--- src/rtl/uartrx_frame_ctrl.sv ---
// UART RX packet framer: hunts for SYNC_BYTE, gathers NUM_BYTES payload bytes, and offers them on a valid/ready port.
// Define UARTRX_FRAME_TIMEOUT_EN to build the inter-byte idle timeout that drives sync_lost_o.
module uartrx_frame_ctrl #(
  parameter int unsigned NUM_BYTES      = 108,
  parameter logic [7:0]  SYNC_BYTE      = 8'hA5,
  parameter int unsigned TIMEOUT_CYCLES = 52080
) (
  input  logic                   clk_i,
  input  logic                   rst_i,
  input  logic                   enable_i,
  input  logic                   byte_valid_i,
  input  logic [7:0]             byte_data_i,
  input  logic                   byte_ferr_i,
  output logic                   pkt_valid_o,
  input  logic                   pkt_ready_i,
  output logic [8*NUM_BYTES-1:0] pkt_data_o,
  output logic                   pkt_err_o,
  output logic                   busy_o,
  output logic [7:0]             drop_count_o,
  output logic                   sync_lost_o
);

  localparam int unsigned      IDX_W    = (NUM_BYTES > 1) ? $clog2(NUM_BYTES) : 1;
  localparam logic [IDX_W-1:0] LAST_IDX = IDX_W'(NUM_BYTES - 1);

  typedef enum logic [1:0] {S_IDLE, S_HUNT, S_COLLECT, S_HOLD} state_e;

  state_e                   state_q;
  logic [NUM_BYTES-1:0][7:0] slot_q;
  logic [NUM_BYTES-1:0][7:0] slot_d;
  logic [IDX_W-1:0]         idx_q;
  logic [8*NUM_BYTES-1:0]   pkt_data_q;
  logic                     pkt_valid_q;
  logic                     pkt_err_q;
  logic                     busy_q;
  logic [7:0]               drop_count_q;
  logic                     sync_lost_q;
  logic                     is_sync;
`ifdef UARTRX_FRAME_TIMEOUT_EN
  logic [16:0]              to_q;
`endif

  assign is_sync = byte_valid_i && (byte_data_i == SYNC_BYTE) && !byte_ferr_i;

  // Slot array with the current byte merged in, so the last byte reaches pkt_data in the same edge.
  always_comb begin
    slot_d        = slot_q;
    slot_d[idx_q] = byte_data_i;
  end

  always_ff @(posedge clk_i) begin
    if (rst_i) begin
      state_q      <= S_IDLE;
      slot_q       <= '0;
      idx_q        <= '0;
      pkt_data_q   <= '0;
      pkt_valid_q  <= 1'b0;
      pkt_err_q    <= 1'b0;
      busy_q       <= 1'b0;
      drop_count_q <= '0;
      sync_lost_q  <= 1'b0;
`ifdef UARTRX_FRAME_TIMEOUT_EN
      to_q         <= '0;
`endif
    end else begin
      sync_lost_q <= 1'b0;
`ifdef UARTRX_FRAME_TIMEOUT_EN
      to_q        <= '0;
`endif
      case (state_q)
        S_IDLE: begin
          if (enable_i) state_q <= S_HUNT;
        end
        S_HUNT: begin
          if (!enable_i) begin
            state_q <= S_IDLE;
          end else if (is_sync) begin
            state_q   <= S_COLLECT;
            idx_q     <= '0;
            pkt_err_q <= 1'b0;
            busy_q    <= 1'b1;
          end
        end
        S_COLLECT: begin
          // A falling enable beats a simultaneous final byte: the partial packet is dropped.
          if (!enable_i) begin
            state_q <= S_IDLE;
            busy_q  <= 1'b0;
          end else if (byte_valid_i) begin
            slot_q    <= slot_d;
            pkt_err_q <= pkt_err_q | byte_ferr_i;
            if (idx_q == LAST_IDX) begin
              pkt_data_q  <= slot_d;
              pkt_valid_q <= 1'b1;
              state_q     <= S_HOLD;
            end else begin
              idx_q <= idx_q + 1'b1;
            end
          end
`ifdef UARTRX_FRAME_TIMEOUT_EN
          else if (to_q == 17'(TIMEOUT_CYCLES - 1)) begin
            sync_lost_q <= 1'b1;
            state_q     <= S_HUNT;
            busy_q      <= 1'b0;
          end else begin
            to_q <= to_q + 17'd1;
          end
`endif
        end
        S_HOLD: begin
          if (byte_valid_i && (drop_count_q != 8'hFF)) drop_count_q <= drop_count_q + 8'd1;
          if (pkt_ready_i) begin
            pkt_valid_q <= 1'b0;
            busy_q      <= 1'b0;
            state_q     <= enable_i ? S_HUNT : S_IDLE;
          end
        end
        default: begin
          state_q <= S_IDLE;
          busy_q  <= 1'b0;
        end
      endcase
    end
  end

  assign pkt_valid_o  = pkt_valid_q;
  assign pkt_data_o   = pkt_data_q;
  assign pkt_err_o    = pkt_err_q;
  assign busy_o       = busy_q;
  assign drop_count_o = drop_count_q;
  assign sync_lost_o  = sync_lost_q;

endmodule

--- config.mk ---
export PLATFORM = sky130hd
export DESIGN_NAME = uartrx_frame_ctrl
export DESIGN_NICKNAME = d
export VERILOG_FILES = /design/src/rtl/uartrx_frame_ctrl.sv
export SDC_FILE = /design/constraint.sdc
export NUM_CORES = 2
export LEC_CHECK = 0
export BUFFER_PORTS_ARGS = -buffer_cell sky130_fd_sc_hd__buf_2
export CAP_MARGIN = 25
export CORE_MARGIN = 2
export CORE_UTILIZATION = 35
export CTS_BUF_LIST = sky130_fd_sc_hd__clkbuf_4 sky130_fd_sc_hd__clkbuf_8
export CTS_CLUSTER_DIAMETER = 40
export DETAILED_ROUTE_END_ITERATION = 10
export PLACE_DENSITY = 0.52
export SLEW_MARGIN = 30
export SYNTH_ARGS = -nofsm -noshare
export SYNTH_HDL_FRONTEND = slang
export SYNTH_SLANG_ARGS = --single-unit
--- constraint.sdc ---
create_clock -name clk_i -period 2.35 [get_ports clk_i]
set_input_delay 0.235 -clock clk_i [delete_from_list [all_inputs] [get_ports clk_i]]
set_output_delay 0.235 -clock clk_i [all_outputs]
set_load 0.1 [all_outputs]
==> impl_table.tex <==
\begin{tabular}{lr}
\hline
Metric & Value \\
\hline
\multicolumn{2}{l}{\textbf{Outcome}} \\
Status & complete, no violations \\
\multicolumn{2}{l}{\textbf{STA}} \\
Setup WS post-layout & 0.07278 ns \\
Worst clock skew & around 0.060 ns \\
Final Hold Viols & 0 \\
Highest achievable clock rate & 0.4391 GHz \\
Final setup viols & 0 \\
Worst hold slack & roughly 0.14 ns \\
Number of max-slew violations in the final report & 0 \\
Actual transition at the worst max-transition pin & 0.9975 ns \\
Final critical-path required period & between 2 and 2.5 ns \\
Post-Route Setup TNS & 0 ns \\
Worst rel slew slack & 0.3350 \\
RSZ-0062 raised after global routing & yes \\
Share of the clock period used by the worst path & 0.9690 \\
\multicolumn{2}{l}{\textbf{Synth}} \\
Synthesized instance count & about 8,200 \\
Sequential element share of the synthesized area & 0.4858 \\
Adder-cell share of the synthesized area & 0.0003474 \\
Synthesized area per cell & roughly 9 µm² \\
Post-synth EDFFs & 0 \\
Share of the synthesized area in the top cell type & 0.4858 \\
Most instantiated library cell after synthesis & sky130\_fd\_sc\_hd\_\_dfxtp\_1 \\
Multiplexer share of the synthesized area & 0.1145 \\
Dominant combinational cell family by area after synthesis & simple AND/OR/NAND/NOR gates \\
Distinct cells, synth & 54 \\
Library cell with the largest summed area after synthesis & sky130\_fd\_sc\_hd\_\_dfxtp\_1 \\
Netlist area before placement & $\sim$72,000 µm² \\
Most used flip-flop cell after synthesis & sky130\_fd\_sc\_hd\_\_dfxtp\_1 \\
Register bit count reported by yosys & about 1,700 \\
Top cells by instance count after synthesis & 1,748 x sky130\_fd\_sc\_hd\_\_dfxtp\_1, 1,668 x sky130\_fd\_sc\_hd\_\_nor2\_1, 909 x sky130\_fd\_sc\_hd\_\_nand2\_1, 824 x sky130\_fd\_sc\_hd\_\_mux2i\_1, 814 x sky130\_fd\_sc\_hd\_\_a311oi\_1 \\
Syn. warnings & 0 \\
Synth async-reset ratio & 0 \\
Synth Area in Compound Gates & 0.1474 \\
Most area-consuming cells after synthesis & sky130\_fd\_sc\_hd\_\_dfxtp\_1 49\%, sky130\_fd\_sc\_hd\_\_mux2i\_1 11\%, sky130\_fd\_sc\_hd\_\_a311oi\_1 9.9\% \\
Area fraction in and, or, nand and nor cells after synthesis & 0.1999 \\
Number of nets produced by synthesis & $\sim$8,200 \\
XOR/XNOR share of the synthesized area & 0.0003648 \\
\multicolumn{2}{l}{\textbf{Floorplan}} \\
Initial core utilization & 0.3521 \\
Number of rows in the core area & between 150 and 200 \\
Die Span X & between 400 and 500 µm \\
Core Footprint & 204,600 µm² \\
Die Outline Area & between 200,000 and 250,000 µm² \\
Number of I/O pins & 890 \\
Height of the chip & approximately 460 µm \\
\multicolumn{2}{l}{\textbf{Placement}} \\
Place WS & -0.04028 ns \\
Input/output buffers & approximately 900 \\
Detailed Place HPWL & around 170 mm \\
Standard cell area after detailed placement & 81,150 µm² \\
Global placement routability congestion & around 0.84 \\
Total instance count after detailed placement & $\sim$11,000 \\
\multicolumn{2}{l}{\textbf{Clocking}} \\
Number of buffers added by the clock tree synthesis step & 352 \\
Clk Latency, worst-skew pair & about 1.1 ns \\
TritonCTS clock tree & yes \\
Number of H-tree levels & 5 \\
Root buffer selected by CTS & sky130\_fd\_sc\_hd\_\_clkbuf\_8 \\
Clock Path Buffers & 4 \\
Clock slew at the register clock pins of the worst setup and hold paths & approximately 0.060 ns \\
Num Clock Sinks & between 1,500 and 2,000 \\
\multicolumn{2}{l}{\textbf{GRT}} \\
Overflow left after global routing & 0 \\
First-pass GRT wire length & roughly 400 mm \\
Number of antenna violations at the first check in global routing & 6 \\
Global-route total usage across every layer & 0.2439 \\
Maximum number of pins on one net before global-route repair & 133 \\
Via count of the first global-routing pass & between 60,000 and 70,000 \\
\multicolumn{2}{l}{\textbf{Flow run}} \\
Max-Cap Viols & 0 \\
\multicolumn{2}{l}{\textbf{Pwr}} \\
Net switching power figure & between 15 and 20 mW \\
Cell-internal power & about 50 mW \\
Largest voltage drop on the vdd net & 0.5198 mV \\
Comb pwr share & 0.025 \\
Power Dens Cells & 727.7 nW/µm² \\
Sequential share of power & 0.455 \\
Clock share of power & 0.520 \\
Static leakage & 33.88 nW \\
Post-layout power & between 60 and 70 mW \\
Net switching share of the total power & 0.2305 \\
\multicolumn{2}{l}{\textbf{Min path}} \\
Hold Path Cell Cnt & 4 \\
Hold WC Path Type & input pin to register \\
Startpoint of the tightest hold check path & byte\_data\_i[3] \\
\multicolumn{2}{l}{\textbf{Cells and area}} \\
Share of layout cells above drive strength 1 & 0.2221 \\
Post-synthesis to final-layout area growth & 24.32\% \\
Fraction of the core area covered by cells at the end of the flow & 0.4377 \\
Net total in the final layout & roughly 9,000 \\
Post-route cell area & just under 90,000 µm² \\
Non-filler instance count after layout & 11,960 \\
\multicolumn{2}{l}{\textbf{Critical path}} \\
Data required time of the worst path & between 3 and 4 ns \\
R2r startpoint & idx\_q[0] \\
Start-to-end type of the worst setup path & register to register \\
Worst reg-to-reg path cell count & 8 \\
Crit path launch type & register \\
Type of destination of the critical path & register \\
Critical path data arrival time & about 3.2 ns \\
Crit-path max FO & 40 \\
Crit. Startpoint & idx\_q[0] \\
\multicolumn{2}{l}{\textbf{Routing}} \\
Final routed wire length divided by cell count & 22.62 µm \\
Avg Vias per Cell & between 5 and 6 \\
Final ANT Viol Nets & 0 \\
TritonRoute pass-1 iters & 6 \\
Starting DRC count in detailed routing & between 4,000 and 5,000 \\
WL final & between 200 and 300 mm \\
Total via count after detailed routing & $\sim$65,000 \\
Number of remaining DRC errors & 0 \\
\hline
\end{tabular}
==> power groups by stage <==
stage / clock network (mW) / registers [mW] / logic [mW]
final: 33.9 / 29.6 / 1.62
after global routing: 35.9 / 29.6 / 1.69
after CTS: 34.6 / 29.6 / 1.62
after detailed placement: 0 / 30.3 / 1.59
after global placement: 0 / 30.3 / 1.59
after floorplan: 0 / 30.3 / 0.858
==> layout by cell type, fill, tap and decap left out, types with 104 or more instances in the layout <==
cell | netlist | final
sky130_fd_sc_hd__a21oi_1 | 104 | 104
sky130_fd_sc_hd__clkbuf_8 | 0 | 425
sky130_fd_sc_hd__o21ai_0 | 425 | 425
sky130_fd_sc_hd__mux2i_1 | 824 | 824
sky130_fd_sc_hd__nand2_1 | 909 | 909
sky130_fd_sc_hd__buf_4 | 14 | 287
sky130_fd_sc_hd__buf_12 | 0 | 122
sky130_fd_sc_hd__nand3_1 | 502 | 500
sky130_fd_sc_hd__buf_2 | 254 | 861
sky130_fd_sc_hd__a311oi_1 | 814 | 810
sky130_fd_sc_hd__dfxtp_1 | 1748 | 1743
sky130_fd_sc_hd__nor2_1 | 1668 | 1665
==> registers in the layout, indices dropped and copies added (netlist names) <==
signal and cells:
busy_o 1, pkt_err_o 1, idx_q 7, slot_q 864, pkt_data_o 864, drop_count_o 8
pkt_valid_o 1, state_q 2
==> area by class of cell <==
type                       instances  area, µm²
timing repair buffer            1328       9953
tap                             2688       3363
clock buffer                     522       6578
clock inverter                    86       1036
antenna                            6      15.01
inverter                           1      3.754
multi-input combinational       5584      33600
sequential                      1748      35000
fill                           20050     115000
==> worst paths after layout <==
kind	endpoint	slack, ns
worst min-delay path	pkt_data_o[403]	0.14
worst min register to register	pkt_data_o[576]	0.44
worst max register to register	pkt_data_o[572]	0.07
worst max-delay path	pkt_data_o[572]	0.07
==> cell families (layout without fill, tap and decap cells) <==
logic type,after synthesis,in the layout
mux,824,824
buf+inv,879,1937
simple gates,3297,3297
compound gates,1457,1457
other cells,1,7
xor+xnor,3,3
fa+ha+maj,2,2
flops,1748,1748
==> what timing repair did <==
item,CTS,global route
setup buffers,1,7
endpoints found under the hold margin,1738,0
resized for setup,19,40
cloned,0,10
hold buffers,17,0
pin swaps,0,7
setup endpoints to repair,89,172
==> layer usage <==
layer | vias to the layer above | track usage | part of all wire
met2 | 2083 | 0.3903 | 0.46
met4 | 0 | 0.1504 | 0.063
met1 | 31860 | 0.3071 | 0.42
li1 | 30710 | - | -
met5 | - | 0 | 0
met3 | 590 | 0.03953 | 0.053
==> critical path, stage by stage (launching register included) <==
cell	delay (ns)
sky130_fd_sc_hd__dfxtp_1	0.39
sky130_fd_sc_hd__ha_2	0.24
sky130_fd_sc_hd__nand2b_1	0.15
sky130_fd_sc_hd__nor3_4	0.30
sky130_fd_sc_hd__buf_6	0.21
sky130_fd_sc_hd__buf_12	0.21
sky130_fd_sc_hd__buf_12	0.23
sky130_fd_sc_hd__nor2_1	0.09
sky130_fd_sc_hd__a311oi_2	0.30
(Power assumes the default switching activity.)
